[config.mk]
export PLATFORM = sky130hd
export DESIGN_NAME = red_pitaya_dna_ctrl
export DESIGN_NICKNAME = d
export VERILOG_FILES = /design/src/rtl/red_pitaya_hk_pkg.sv /design/src/rtl/red_pitaya_clk_tick.sv /design/src/rtl/red_pitaya_dna_ctrl.sv
export SDC_FILE = /design/constraint.sdc
export NUM_CORES = 1
export LEC_CHECK = 0
export CAP_MARGIN = 20
export CELL_PAD_IN_SITES_DETAIL_PLACEMENT = 0
export CELL_PAD_IN_SITES_GLOBAL_PLACEMENT = 1
export CORE_MARGIN = 2
export CORE_UTILIZATION = 39
export CTS_CLUSTER_SIZE = 24
export DETAILED_ROUTE_END_ITERATION = 8
export PLACE_DENSITY_LB_ADDON = 0.1
export SETUP_SLACK_MARGIN = 0.02
export SLEW_MARGIN = 30
export SYNTH_ARGS = -nofsm -noshare
export SYNTH_HDL_FRONTEND = slang
export SYNTH_SLANG_ARGS = --single-unit
[constraint.sdc]
create_clock -name clk_i -period 3.6 [get_ports clk_i]
set_input_delay 0.72 -clock clk_i [delete_from_list [all_inputs] [get_ports clk_i]]
set_output_delay 0.72 -clock clk_i [all_outputs]
set_load 0.01 [all_outputs]
[src/rtl/red_pitaya_hk_pkg.sv]
// Housekeeping package: shared types and constants for the DNA sequencer and
// related housekeeping blocks.
//   dna_state_e  - DNA sequencer states
//   DNA_W_DEF    - default device DNA width
//   SIM_DNA_DEF  - DNA value returned by the simulation model of DNA_PORT
package red_pitaya_hk_pkg;

  typedef enum logic [1:0] {
    StIdle,
    StLoad,
    StShift,
    StDone
  } dna_state_e;

  localparam int unsigned DNA_W_DEF = 57;
  localparam logic [DNA_W_DEF-1:0] SIM_DNA_DEF = 57'h0823456789ABCDE;

endpackage

[src/rtl/red_pitaya_clk_tick.sv]
// Divider producing a one-cycle tick every DIV enabled cycles.
//   clk_i  - system clock
//   rstn_i - asynchronous active-low reset
//   clr_i  - synchronous clear of the counter (wins over en_i)
//   en_i   - count enable
//   tick_o - high while the counter is at DIV-1 and enabled
module red_pitaya_clk_tick #(
  parameter int unsigned DIV = 4
) (
  input  logic clk_i,
  input  logic rstn_i,
  input  logic clr_i,
  input  logic en_i,
  output logic tick_o
);

  localparam int unsigned CntW = (DIV > 1) ? $clog2(DIV) : 1;
  localparam logic [CntW-1:0] CntMax = CntW'(DIV - 1);

  logic [CntW-1:0] cnt_q, cnt_d;

  assign tick_o = en_i && (cnt_q == CntMax);

  always_comb begin
    cnt_d = cnt_q;
    if (clr_i) begin
      cnt_d = '0;
    end else if (en_i) begin
      cnt_d = (cnt_q == CntMax) ? '0 : cnt_q + CntW'(1);
    end
  end

  always_ff @(posedge clk_i or negedge rstn_i) begin
    if (!rstn_i) begin
      cnt_q <= '0;
    end else begin
      cnt_q <= cnt_d;
    end
  end

endmodule

[src/rtl/red_pitaya_dna_ctrl.sv]
// Sequencer for the Xilinx DNA_PORT primitive: generates the slow DNA clock and
// READ/SHIFT controls, shifts the device DNA in MSB first and holds the result.
//   clk_i, rstn_i  - system clock, asynchronous active-low reset
//   start_i        - (re)read request, honoured in idle/done only
//   busy_o         - read in progress
//   done_o         - one-cycle pulse when a read completes
//   valid_o        - dna_o holds a complete read
//   dna_o          - captured DNA
//   dna_clk_o, dna_read_o, dna_shift_o, dna_din_o - to DNA_PORT
//   dna_dout_i     - from DNA_PORT
module red_pitaya_dna_ctrl
  import red_pitaya_hk_pkg::*;
#(
  parameter int unsigned DIV        = 4,
  parameter int unsigned DNA_W      = DNA_W_DEF,
  parameter bit          AUTO_START = 1'b1
) (
  input  logic             clk_i,
  input  logic             rstn_i,
  input  logic             start_i,
  output logic             busy_o,
  output logic             done_o,
  output logic             valid_o,
  output logic [DNA_W-1:0] dna_o,
  output logic             dna_clk_o,
  output logic             dna_read_o,
  output logic             dna_shift_o,
  output logic             dna_din_o,
  input  logic             dna_dout_i
);

  localparam int unsigned BitW = $clog2(DNA_W + 1);

  dna_state_e       state_q, state_d;
  logic             first_q;
  logic [BitW-1:0]  bit_cnt_q, bit_cnt_d;
  logic [DNA_W-1:0] shreg_q, shreg_d;
  logic [DNA_W-1:0] dna_q, dna_d;
  logic             clk_q, clk_d;
  logic             read_q, read_d;
  logic             shift_q, shift_d;
  logic             done_q, done_d;
  logic             valid_q, valid_d;
  logic             busy;
  logic             tick;
  logic             cnt_clr;

  assign busy    = (state_q == StLoad) || (state_q == StShift);
  // Restart the divider on every entry to LOAD so the first DNA clock high
  // phase is a full DIV cycles away from the accepting edge.
  assign cnt_clr = (state_d == StLoad) && (state_q != StLoad);

  red_pitaya_clk_tick #(
    .DIV (DIV)
  ) u_tick (
    .clk_i  (clk_i),
    .rstn_i (rstn_i),
    .clr_i  (cnt_clr),
    .en_i   (busy),
    .tick_o (tick)
  );

  always_comb begin
    state_d   = state_q;
    bit_cnt_d = bit_cnt_q;
    shreg_d   = shreg_q;
    dna_d     = dna_q;
    clk_d     = clk_q;
    unique case (state_q)
      StIdle: begin
        if (start_i || (AUTO_START && first_q)) state_d = StLoad;
      end
      StLoad: begin
        if (tick) begin
          clk_d = ~clk_q;
          if (clk_q) begin
            bit_cnt_d = '0;
            state_d   = StShift;
          end
        end
      end
      StShift: begin
        if (tick) begin
          if (!clk_q) begin
            // DOUT is taken just before the rising edge that advances DNA_PORT.
            shreg_d   = {shreg_q[DNA_W-2:0], dna_dout_i};
            bit_cnt_d = bit_cnt_q + BitW'(1);
            clk_d     = 1'b1;
          end else begin
            clk_d = 1'b0;
            if (bit_cnt_q == BitW'(DNA_W)) begin
              dna_d   = shreg_q;
              state_d = StDone;
            end
          end
        end
      end
      StDone: begin
        if (start_i) state_d = StLoad;
      end
      default: state_d = StIdle;
    endcase

    read_d  = (state_d == StLoad);
    shift_d = (state_d == StShift);
    done_d  = (state_d == StDone) && (state_q != StDone);
    valid_d = (state_d == StDone);
  end

  always_ff @(posedge clk_i or negedge rstn_i) begin
    if (!rstn_i) begin
      state_q   <= StIdle;
      first_q   <= 1'b1;
      bit_cnt_q <= '0;
      shreg_q   <= '0;
      dna_q     <= '0;
      clk_q     <= 1'b0;
      read_q    <= 1'b0;
      shift_q   <= 1'b0;
      done_q    <= 1'b0;
      valid_q   <= 1'b0;
    end else begin
      state_q   <= state_d;
      first_q   <= 1'b0;
      bit_cnt_q <= bit_cnt_d;
      shreg_q   <= shreg_d;
      dna_q     <= dna_d;
      clk_q     <= clk_d;
      read_q    <= read_d;
      shift_q   <= shift_d;
      done_q    <= done_d;
      valid_q   <= valid_d;
    end
  end

  assign busy_o      = busy;
  assign done_o      = done_q;
  assign valid_o     = valid_q;
  assign dna_o       = dna_q;
  assign dna_clk_o   = clk_q;
  assign dna_read_o  = read_q;
  assign dna_shift_o = shift_q;
  assign dna_din_o   = 1'b0;

endmodule

== After elaboration in Yosys (flattened, before gate mapping) ==
Index checks and enable logic that the tools add are counted.

* Add/sub/neg operators: 2
* $mul: 0
* Divide/modulo/power cells: 0
* Magnitude comparators: 0
* Eq/ne operators: 14
* Shift-type cells: 0
* Multiplexer cells: 20
* Bitwise gates (word level): 1
* Reductions and logical operators: 12

{| class="wikitable"
|+ Operators with widths
! cell !! count
|-
| $mux 6 || 4
|-
| $mux 2 || 10
|-
| $pmux 6 s2 || 1
|-
| $eq 2x2->1 const B || 5
|-
| $ne 2x2->1 const B || 5
|-
| $pmux 2 s4 || 1
|-
| $add 6x1->6 const B || 1
|-
| $eq 6x6->1 const B || 1
|-
| $reduce_and 3->1 || 2
|-
| $reduce_and 5->1 || 1
|-
| $eq 2x1->1 const B || 2
|-
| $reduce_and 4->1 || 1
|-
| $reduce_bool 2->1 || 2
|-
| $logic_and 1x1->1 || 3
|-
| $mux 1 || 3
|-
| $add 2x1->2 const B || 1
|-
| $logic_not 2->1 || 1
|-
| $logic_or 1x1->1 || 2
|-
| $ne 2x1->1 const B || 1
|-
| $pmux 1 s2 || 1
|-
| $not 1->1 || 1
|}

* Register bits: 130
* Latch bits: 0
* RAM bits: 0
* Memory bits (read-only): 0
* Output and inout port bits: 64
* Logic and storage cells: 60
* Memories kept: 0

== Longest topological paths before layout ==
* Depth after elaboration: 8
* Depth in mapped cells: 8
* Mapped depth without buffers: 6

== Modules after synthesis ==
Synthesis repeated with hierarchy kept, for this count alone.

* Cells, all modules: 330
* Area total of the unflattened synthesis: 5107.4 um2

{| class="wikitable"
|+ By module, submodules not included
! module !! instances !! cells each !! area each (um2)
|-
| red_pitaya_dna_ctrl || 1 || 321 || 5001.0
|-
| red_pitaya_clk_tick || 1 || 9 || 106.4
|}

== Least setup slack after synthesis ==
No wires, ideal clock.

* Kind: register to register
* Start point: register state_q[0]
* End point: register dna_q[46] (netlist: dna_o[46])
* Setup time: 0.125 ns
* Arrival time: 2.172 ns
* Data required time: 3.475 ns
* Path slack: 1.303 ns
* Cell stages (with the launch flop): 8
* Buffers on the path: 2
* Cell sequence: dfrtp_1 > inv_1 > ha_1 > nand3_2 > nor4_2 > buf_2 > buf_2 > mux2_2

* Cells in the longest elaborated chain, start to end: 4
* Elaborated cells between the ends (all ways): 5

{| class="wikitable"
|+ RTL lines
! item !! line !! RTL
|-
| start, declared || red_pitaya_dna_ctrl.sv:34 || <nowiki>dna_state_e state_q, state_d;</nowiki>
|-
| start signal, assigned || red_pitaya_dna_ctrl.sv:112 || <nowiki>state_q <= StIdle;</nowiki>
|-
| start signal, assigned || red_pitaya_dna_ctrl.sv:123 || <nowiki>state_q <= state_d;</nowiki>
|-
| $eq 2x1->1 / $eq 2x2->1 (equally long branches) || red_pitaya_dna_ctrl.sv:48 || <nowiki>assign busy = (state_q == StLoad) || (state_q == StShift);</nowiki>
|-
| $logic_or 1x1->1 (*) || red_pitaya_dna_ctrl.sv:48 ||
|-
| via busy_o || red_pitaya_dna_ctrl.sv:21 || <nowiki>output logic busy_o,</nowiki>
|-
| $logic_and 1x1->1 (*) || red_pitaya_clk_tick.sv:22 || <nowiki>assign tick_o = en_i && (cnt_q == CntMax);</nowiki>
|-
| $reduce_and 4->1 (no line) (*) || -- ||
|-
| end signal, assigned || red_pitaya_dna_ctrl.sv:127 || <nowiki>dna_q <= dna_d;</nowiki>
|-
| end, declared || red_pitaya_dna_ctrl.sv:38 || <nowiki>logic [DNA_W-1:0] dna_q, dna_d;</nowiki>
|}

The timed path passes the listed nets; every way through them passes the cells marked *.
A chain may end at the register's enable or synchronous reset.

== Final worst setup path ==
* Start point: register state_q[0]
* End point: output busy_o

* Cells in the longest elaborated chain, start to end: 2
* Elaborated cells between the ends (all ways): 3

{| class="wikitable"
|+ RTL lines
! item !! line
|-
| $eq 2x1->1 / $eq 2x2->1 (equally long branches) || red_pitaya_dna_ctrl.sv:48
|-
| $logic_or 1x1->1 (*) || red_pitaya_dna_ctrl.sv:48
|-
| end, declared || red_pitaya_dna_ctrl.sv:21
|}

Every way passes the cells marked *; elsewhere a longest branch is shown, timed or not.

==> results.toml <==
[placement]
dp_hpwl_um = 5140
place_inst = 552
io_buffer_count = 66
dpl_cell_area_sq_mm = 0.00595
place.gp.congestion = 0.752
dp_worst_setup_slack_ns = 1.04

[clock_tree]
cts_hold_buf = 0
cts_tree = "built"
cts_resized = 0
cts.clk_slew.worst_paths_ns = 0.05
htree_levels = 4
clockRootBuffer = "clkbuf_16"
cts.sinks = 130
clk_latency_ns = 0.41
cts_max_path_buffers = 2
cts_inserted_buffers = 17
post_cts_buffers = 0

[synthesis]
synth_flop_cell = "dfrtp_1"
synth_cell_type_count = 44
synth_top_family_by_area = "multiplexers"
synth_top_cells_by_area = "dfrtp_1, mux2_2, ha_1"
syn_avg_cell_area_sq_um = 15.7
synthMuxAreaShare_pct = 25.6
synth_largest_area_cell = "dfrtp_1"
synth.most_common_cell = "dfrtp_1"
yosys.area_share.simple_pct = 3.63
synth_commonest_cells = "dfrtp_1, mux2_2, buf_2"
synth_edf_count = 0
yosysWarnings = 0
ys_ff_latch = 130
syn-cell-area_sq_mm = 0.00510
synth_fa_ha_area_share_pct = 1.72
synthArstFlopShare_pct = 100
synth_compound_area_share_pct = 2.77
yosysTopAreaCellShare_pct = 63.3
synthCells = 324
synth-xor-area-share_pct = 0.687
seq_area_frac_synth_pct = 63.8

[critical_path]
r2r_end = "done_o"
reg2reg_setup_slack_ns = 1.07
endpoint = "busy_o"
crit_cells = 3
cp-end-kind = "primary output"
cp.arrival_ns = 1.97
critPathBufInv = 2
r2r_cells = 6
r2r-start = "state_q[0]"
crit_family = "buffers and inverters"
path_max_fanout = 6
cpPeakStageDelay_ns = 0.58
critical_path_class = "reg -> out"
startpoint_type = "register"
critPathLaunch = "state_q[0]"
cp_data_required_time_ns = 2.88
path_cells = "inv_1, ha_1, clkdlybuf4s50_1"
critical_path.slowest_cell = "clkdlybuf4s50_1"

[global_routing]
grt_max_degree = 116
grt_pass1_vias = 2938
grt_overflow = 0
grt.total_usage_pct = 13.7
grt_pass1_wl_um = 14900
antenna_found_initial = 0

[sta]
worstMarginPinSlew_ns = 0.851
fin_crit_ns = 2.69
rsz0062_at_grt = "no"
slew_viol_final = 0
setup_slack_ns = 0.907
hold_viol_final = 0
fin_skew_ns = 0.00477
setup_viol_count_final = 0
tns_ns = 0
slew-limit-headroom_pct = 43.3
fmax_mhz = 371
min_period_over_period_pct = 74.8

[cells_and_area]
area_growth_syn_to_layout_pct = 28.0
n_antenna_cell = 0
fin_cells = 583
drive_above_1_share_pct = 37.7
fillers = 1122
multi_input_area_sq_mm = 0.00177
stdcell_area_sq_mm = 0.00653
regArea_sq_mm = 0.00325
nNetsFinal = 410

[flow_run]
timing.max_cap.violations = 0

[drt]
drc = 0
wire_per_inst_um = 14.9
drtAntennaViolNets = 0
drt_iter0_drc = 113
via_per_inst = 4.82
firstDrtPassIters = 4
vias = 2808
wl_um = 8710

[floorplanning]
ios = 68
start_util_pct = 40.3
rows = 41
core_area_sq_mm = 0.0127
die_w_um = 118
die_area_sq_mm = 0.0140
fp.dieH_um = 118

[power]
powerDensity_mw_per_mm2 = 537
max-vdd-ir-drop_uv = 355
p_leak_nw = 3.16
power.internal_w = 0.00269
seqPwrFrac_pct = 43.7
clkPwrFrac_pct = 47.6
p_switching_w = 0.000813
combPwrFrac_pct = 8.7
switching_share_pct = 23.2

[min_path]
hold_path_class = "in -> async"

[status]
status = "completed"
-- worst reg2reg max path, stage by stage, from the launching register on --
cell     delay, ns
dfrtp_1       0.43
inv_1         0.13
ha_1          0.43
nand3_2       0.15
or4_1         0.74
a32oi_4       0.37
nor3b_2       0.20
-- layer usage --
metal	GRT usage (%)	share of wire [%]	vias up
met5	0	0	-
met4	6.17	1.9	0
met3	6.03	5.8	13
met2	19.6	46	54
met1	17.8	47	1437
li1	-	-	1304
-- power groups by stage --
stage               registers [W]  clock network [W]  logic (W)
floorplan                 0.00156                  0   0.000190
global placement          0.00156                  0   0.000302
detailed placement        0.00156                  0   0.000307
CTS                       0.00153            0.00172   0.000310
global route              0.00154            0.00178   0.000340
finish                    0.00153            0.00167   0.000304
-- cells in the final DEF, fill, tap and decap left out, types with 2 or more instances in the layout --
cell,n
clkinv_2,5
and2_1,3
dfrtp_1,129
clkinvlp_4,2
buf_4,3
clkbuf_8,3
bufinv_16,2
inv_1,5
o31ai_1,3
nor2_1,6
or4_1,2
nand2_1,4
ha_1,7
conb_1,2
clkbuf_16,17
nand3_1,2
xor2_1,3
a31oi_1,2
o211ai_1,2
mux2i_1,2
mux2_2,114
clkdlybuf4s50_1,65
-- logic make-up after synthesis --
group           count (synthesis)
compound gates                 16
xor+xnor                        4
fa+ha+maj                       7
buf+inv                        20
flops                         130
mux                           116
other cells                     1
simple gates                   30
-- cell type report --
class	count	share of cell area, %
inverters	6	0.345
repair buffers	69	10.5
flip-flops and latches	130	49.8
clock buffers	21	7.21
clock inverters	10	1.67
multi-input cells	175	27.1
well taps	172	3.30
-- metrics by stage --
step	power, W	utilization, %	hold slack [ns]
after CTS	0.00356	51.5	0.416
final	0.00351	51.5	0.361
after global placement	0.00186	46.9	0.489
after detailed placement	0.00187	47.0	0.495
after floorplan	0.00175	-	0.424
after global routing	0.00366	51.5	0.429
-- flip-flops by register name, indices dropped and copies added (netlist names) --
| name | flops |
|---|---|
| state_q | 2 |
| dna_clk_o | 1 |
| valid_o | 1 |
| dna_shift_o | 1 |
| bit_cnt_q | 6 |
| done_o | 1 |
| dna_read_o | 1 |
| shreg_q | 57 |
| first_q | 1 |
| u_tick.cnt_q | 2 |
| dna_o | 57 |
-- worst min path at each step --
stage          slack, ns  startpoint           end  cells after the start
5_1_grt             0.43      rstn_i    dna_read_o                      1
3_3_place_gp        0.49   dna_o[24]     dna_o[24]                      1
4_1_cts             0.42      rstn_i    dna_read_o                      1
3_5_place_dp        0.50   dna_o[54]     dna_o[54]                      1
2_1_floorplan       0.42      rstn_i  bit_cnt_q[0]                      0
6_report            0.36      rstn_i    dna_read_o                      1
(Power assumes the default switching activity.)
